<file path="src/rtl/vga_bitmap_writer_pkg.sv">
// Shared constants and state encoding for the bitmap write path.
// The display path imports the same package so both sides agree on geometry.
package vga_bitmap_writer_pkg;

    localparam int ROWS          = 64;
    localparam int ROW_BITS      = 64;
    localparam int BYTES_PER_ROW = ROW_BITS / 8;
    localparam int ADDR_W        = 6;

    // Encoding is fixed so the display side can decode the state if it needs to.
    typedef enum logic [1:0] {
        IDLE      = 2'd0,
        LOAD      = 2'd1,
        WAIT_SWAP = 2'd2
    } state_t;

    // True when the row index is the last row of the frame.
    function automatic logic is_last_row(input logic [ADDR_W-1:0] row);
        return row == ADDR_W'(ROWS - 1);
    endfunction

    // True when the byte index is the last byte of a row.
    function automatic logic is_last_byte(input logic [2:0] cnt);
        return cnt == 3'(BYTES_PER_ROW - 1);
    endfunction

endpackage

</file>
<file path="src/rtl/vga_bitmap_writer_row_packer.sv">
// Packs accepted bytes MSB-first into a 64-bit row and flags each completed row.
// row_full is registered, so it lines up with the row_data that holds the full row.
module vga_bitmap_writer_row_packer
    import vga_bitmap_writer_pkg::*;
(
    input  logic                clk,
    input  logic                rst,
    input  logic                shift,
    input  logic                restart,
    input  logic [7:0]          byte_in,
    output logic [ROW_BITS-1:0] row_data,
    output logic [2:0]          byte_cnt,
    output logic                row_full
);

    logic [ROW_BITS-1:0] sreg;
    logic [2:0]          cnt;
    logic                full;

    // Shift register, byte counter and end-of-row strobe.
    always_ff @(posedge clk) begin
        if (rst) begin
            sreg <= '0;
            cnt  <= '0;
            full <= 1'b0;
        end else begin
            // A restart byte is byte 0 of a new row, so it can never complete one.
            full <= shift && !restart && is_last_byte(cnt);
            if (shift) begin
                sreg <= {sreg[ROW_BITS-9:0], byte_in};
                cnt  <= restart ? 3'd1 : cnt + 3'd1;
            end
        end
    end

    assign row_data = sreg;
    assign byte_cnt = cnt;
    assign row_full = full;

endmodule

</file>
<file path="src/rtl/vga_bitmap_writer.sv">
// Write side of the double-buffered 64x64 1-bpp bitmap.
// Packs a byte stream into rows, writes them to the back bank, and swaps
// banks only on a vertical-blank pulse once a whole frame has been loaded.
module vga_bitmap_writer
    import vga_bitmap_writer_pkg::*;
(
    input  logic                vga_clk,
    input  logic                rst,
    input  logic [7:0]          Byte_Data,
    input  logic                Byte_Valid,
    input  logic                Byte_Sof,
    output logic                Byte_Ready,
    input  logic                Vblank_Sig,
    output logic                Wr_En,
    output logic                Wr_Bank,
    output logic [ADDR_W-1:0]   Wr_Addr,
    output logic [ROW_BITS-1:0] Wr_Data,
    output logic                Bank_Sel,
    output logic                Frame_Done,
    output logic                Frame_Err
);

    state_t              state;
    state_t              next_state;
    logic                ready;
    logic                accept;
    logic                pack_shift;
    logic                pack_restart;
    logic                row_end;
    logic                err_set;
    logic                swap;
    logic [ADDR_W-1:0]   row;
    logic [ADDR_W-1:0]   wr_addr;
    logic                bank_sel;
    logic                frame_done;
    logic                frame_err;
    logic [2:0]          byte_cnt;
    logic [ROW_BITS-1:0] row_data;
    logic                row_full;

    vga_bitmap_writer_row_packer u_packer (
        .clk      (vga_clk),
        .rst      (rst),
        .shift    (pack_shift),
        .restart  (pack_restart),
        .byte_in  (Byte_Data),
        .row_data (row_data),
        .byte_cnt (byte_cnt),
        .row_full (row_full)
    );

    // State register.
    always_ff @(posedge vga_clk) begin
        if (rst) begin
            state <= IDLE;
        end else begin
            state <= next_state;
        end
    end

    // Next-state decode, handshake and per-cycle control strobes.
    always_comb begin
        next_state   = state;
        ready        = 1'b0;
        accept       = 1'b0;
        pack_shift   = 1'b0;
        pack_restart = 1'b0;
        row_end      = 1'b0;
        err_set      = 1'b0;
        swap         = 1'b0;

        // Holding ready low in WAIT_SWAP makes the source keep its byte.
        ready  = !rst && ((state == IDLE) || (state == LOAD));
        accept = Byte_Valid && ready;

        case (state)
            IDLE: begin
                if (accept) begin
                    if (Byte_Sof) begin
                        pack_shift   = 1'b1;
                        pack_restart = 1'b1;
                        next_state   = LOAD;
                    end else begin
                        // Bytes outside a frame are dropped and flagged.
                        err_set = 1'b1;
                    end
                end
            end
            LOAD: begin
                if (accept) begin
                    pack_shift = 1'b1;
                    if (Byte_Sof) begin
                        // Resync: restart the frame in the same back bank.
                        pack_restart = 1'b1;
                        err_set      = 1'b1;
                    end else if (is_last_byte(byte_cnt)) begin
                        row_end = 1'b1;
                        if (is_last_row(row)) begin
                            next_state = WAIT_SWAP;
                        end
                    end
                end
                // Vblank is deliberately ignored here, including on the
                // cycle that completes row 63.
            end
            WAIT_SWAP: begin
                if (Vblank_Sig) begin
                    swap       = 1'b1;
                    next_state = IDLE;
                end
            end
            default: begin
                next_state = IDLE;
            end
        endcase
    end

    // Row counter and the address latched for the outgoing row write.
    always_ff @(posedge vga_clk) begin
        if (rst) begin
            row     <= '0;
            wr_addr <= '0;
        end else if (pack_restart) begin
            row <= '0;
        end else if (row_end) begin
            wr_addr <= row;
            row     <= row + 1'b1;
        end
    end

    // Bank select and the one-cycle status pulses.
    always_ff @(posedge vga_clk) begin
        if (rst) begin
            bank_sel   <= 1'b0;
            frame_done <= 1'b0;
            frame_err  <= 1'b0;
        end else begin
            frame_done <= swap;
            frame_err  <= err_set;
            if (swap) begin
                bank_sel <= ~bank_sel;
            end
        end
    end

    assign Byte_Ready = ready;
    assign Wr_En      = row_full;
    assign Wr_Addr    = wr_addr;
    assign Wr_Data    = row_data;
    assign Wr_Bank    = ~bank_sel;
    assign Bank_Sel   = bank_sel;
    assign Frame_Done = frame_done;
    assign Frame_Err  = frame_err;

endmodule

</file>
<file path="config.mk">
export PLATFORM = sky130hd
export DESIGN_NAME = vga_bitmap_writer
export DESIGN_NICKNAME = d
export VERILOG_FILES = /design/src/rtl/vga_bitmap_writer_pkg.sv /design/src/rtl/vga_bitmap_writer_row_packer.sv /design/src/rtl/vga_bitmap_writer.sv
export SDC_FILE = /design/constraint.sdc
export NUM_CORES = 1
export LEC_CHECK = 0
export CORE_MARGIN = 4
export CORE_UTILIZATION = 51
export CTS_CLUSTER_SIZE = 10
export DETAILED_ROUTE_END_ITERATION = 8
export GPL_ROUTABILITY_DRIVEN = 0
export GPL_TIMING_DRIVEN = 0
export PLACE_DENSITY = 0.94
export SKIP_LAST_GASP = 1
export SYNTH_ARGS = -nofsm -noshare
export SYNTH_HDL_FRONTEND = slang
export SYNTH_SLANG_ARGS = --single-unit
</file>
<file path="constraint.sdc">
create_clock -name vga_clk -period 3.6 [get_ports vga_clk]
set_input_delay 0.9 -clock vga_clk [delete_from_list [all_inputs] [get_ports vga_clk]]
set_output_delay 0.9 -clock vga_clk [all_outputs]
set_load 0.005 [all_outputs]
</file>
==> results.yml <==
run_status:
  status: "complete, no violations"
synthesis:
  synth_nets: 414
  ys_ff_latch: 85
  synth_area_per_cell_um2: 8.523
  ys.flop_type: "dfxtp_1"
  synth_enable_flop_cells: 0
  synth-xor-area-share_pct: 0.2582
  ys_warn_count: 0
  synthMuxAreaShare_pct: 0.5902
  netlist_instances: 398
  syn_area_um2: 3392
  synth_cell_types: 33
  synth-simple-area-share_pct: 17.96
  ys_seq_area_share_pct: 50.17
  yosysTopAreaCellShare_pct: 50.17
  synth_top_family_by_area: "compound AO/OA/AOI/OAI gates"
  synth_compound_area_share_pct: 23.39
  synth.area.top_cells: "dfxtp_1, a21oi_1, nand3_1, o21ai_0, o21ai_1"
  synthAdderAreaFrac_pct: 1.107
  synth_largest_area_cell: "dfxtp_1"
  synthArstFlopShare_pct: 0
clock_network:
  clk_latency_ps: 360
  clock-root-buffer: "clkbuf_8"
  clk_pin_slew_worst_paths_ps: 80
  cts_setup_buffers: 0
  ctsResizeCount: 0
  h-tree-depth: 3
  clkSinkCount: 85
  numCtsBuffers: 9
  holdBufCountCts: 0
  clk_path_buf_depth: 2
  cts_tree: "yes"
timing:
  hold_violations: 0
  fin_ws_ps: 415.8
  rsz0062_at_grt: "no"
  final.min_clock_period_ps: 3184
  fmax_ghz: 0.3141
  fin_crit_sh_pct: 88.45
  slew_violations: 0
  slew_headroom_pct: 62.69
  hold_slack_ps: 478.9
  skew_ps: 8.576
  finalSetupViolCount: 0
  tightestPinTransition_ps: 559.7
  final.setup.tns_ps: 0
setup_path:
  crit_fanout: 10
  crit_start: "rst"
  crit_path_end_kind: "output port"
  critPathArrivalTime_ps: 2280
  r2r-start: "state[0]"
  startpoint_type: "input port"
  cp_data_required_time_ps: 2700
  crit_type: "input port to output port"
finish:
  fin_nets: 512
  drive_gt1_share_pct: 7.984
  fillCellCount: 452
  syn_to_final_growth_pct: 34.38
  seq_area_um2: 1702
  multi_input_area_um2: 1469
  n_antenna_cell: 0
  finish.instance_area_um2: 4558
pwr:
  switching_power_uw: 458.5
  pwr-share-seq_pct: 53.4
  switching_share_pct: 25.75
  ir_drop_uv: 276.0
  power_frac_comb_pct: 8.0
  p_per_area_nw_per_um2: 390.6
  clkPwrFrac_pct: 38.6
  p_int_mw: 1.322
  power_leakage_nw: 1.460
global_route:
  gr-usage-met1_pct: 34.54
  antenna_found_initial: 0
  grt_max_degree: 16
  grt_util_all_layers_pct: 26.57
  grtUsageMet2_pct: 42.29
  top_usage_layer: "met2"
  grt_pass1_vias: 3468
  gr-total-overflow: 0
  grt_util_met3_pct: 6.083
  grt_pass1_wl_mm: 16.49
hold_path:
  hold_class: "register to register"
  hold_path_startpoint: "Wr_Addr[1]"
floorplanning:
  start_util_pct: 53.12
  die_h_um: 89.56
  die_area_um2: 8020
  rows: 29
  core_um2: 6386
  pin_count: 89
  die_x_um: 89.56
placement:
  place_ws_ps: 401.9
  hpwl_mm: 7.105
  placed_cell_area_um2: 4359
  portBuffers: 87
detailed_routing:
  ant_nets: 0
  drc_errors: 0
  vias_per_cell: 6.182
  drt_iter0_markers: 471
  wl_mm: 10.29
  vias: 3573
  firstDrtPassIters: 5
  wire_per_inst_um: 17.81
job:
  drv_cap: 0
==> sequential cells by signal (all words and copies together), names as in the netlist <==
name and cells:
u_packer.byte_cnt 3, Bank_Sel 1, u_packer.row_full 1, row 6
Frame_Err 1, u_packer.row_data 64, state 2, Frame_Done 1
Wr_Addr 6
==> layer usage <==
metal,up-vias,wire [µm],part of all wire [%]
met5,-,0,0
met3,37,888,8.6
met4,0,250,2.4
li1,1639,-,-
met1,1669,4251,41
met2,228,4902,48
==> area by class of cell <==
| type | count | area share (%) |
|---|---|---|
| Multi-Input combinational cell | 269 | 32.23 |
| Clock buffer | 10 | 2.800 |
| Buffer | 43 | 4.776 |
| Tap cell | 77 | 2.114 |
| Timing Repair Buffer | 87 | 19.11 |
| Clock inverter | 6 | 1.565 |
| Inverter | 1 | 0.08235 |
| Sequential cell | 85 | 37.33 |
==> logic make-up (layout without fill, tap and decap cells) <==
| logic type | count (synthesis) | count (layout) |
|---|---|---|
| multiplexers | 2 | 2 |
| XOR/XNOR | 1 | 1 |
| AND/OR/NAND/NOR | 106 | 106 |
| AO/OA/AOI/OAI | 157 | 157 |
| flip-flops | 85 | 85 |
| buffers and inverters | 44 | 147 |
| adder cells (fa/ha/maj) | 3 | 3 |
==> synthesized netlist by cell type (all sizes together) (2+ instances only) <==
library cell / number
o31ai: 2
ha: 3
nand2: 2
clkbuf: 22
nand4b: 2
nand3: 76
mux2i: 2
nor2: 5
a21oi: 80
or4: 3
o21ai: 74
dfxtp: 85
nor3b: 2
buf: 21
nand3b: 4
nand2b: 2
or3b: 3
==> critical path: stages <==
cell and delay, ps:
clkdlybuf4s50_1 510, buf_2 230, nor2_1 120, clkdlybuf4s50_1 520
==> final timing paths <==
path                                end  slack [ps]  cells after the start
hold reg to reg              Wr_Addr[1]         480                      2
setup / recovery             Byte_Ready         420                      4
setup reg to reg  u_packer.row_data[50]        1850                      6
hold / removal               Wr_Addr[1]         480                      2
==> stage by stage <==
stage | utilization (%) | instances | power (mW)
2_1_floorplan | - | 398 | 1.056
5_1_grt | 71.38 | 578 | 1.840
3_5_place_dp | 68.26 | 562 | 1.110
6_report | 71.38 | 578 | 1.781
4_1_cts | 71.38 | 578 | 1.776
3_3_place_gp | 68.26 | 562 | 1.106
==> power groups by stage <==
stage / clock network, mW / logic (mW) / registers [mW]
floorplan: 0 / 0.0842 / 0.972
global placement: 0 / 0.133 / 0.973
detailed placement: 0 / 0.137 / 0.973
CTS: 0.687 / 0.139 / 0.951
global route: 0.736 / 0.152 / 0.952
finish: 0.687 / 0.142 / 0.951
==> placed cells by master, fill, tap and decap left out, types with 2 or more instances in the layout <==
cell	n
dfxtp_1	85
a21oi_1	80
buf_6	4
ha_1	3
nand3_1	76
nand2_1	2
buf_2	12
or3b_2	2
or4_1	3
mux2i_1	2
nand3b_1	4
nand4b_1	2
buf_4	3
clkbuf_1	23
o21ai_0	44
nand2b_1	2
clkdlybuf4s50_1	87
o21ai_1	30
nor2_1	5
o31ai_1	2
buf_1	2
clkbuf_8	9
(Power assumes the default switching activity.)
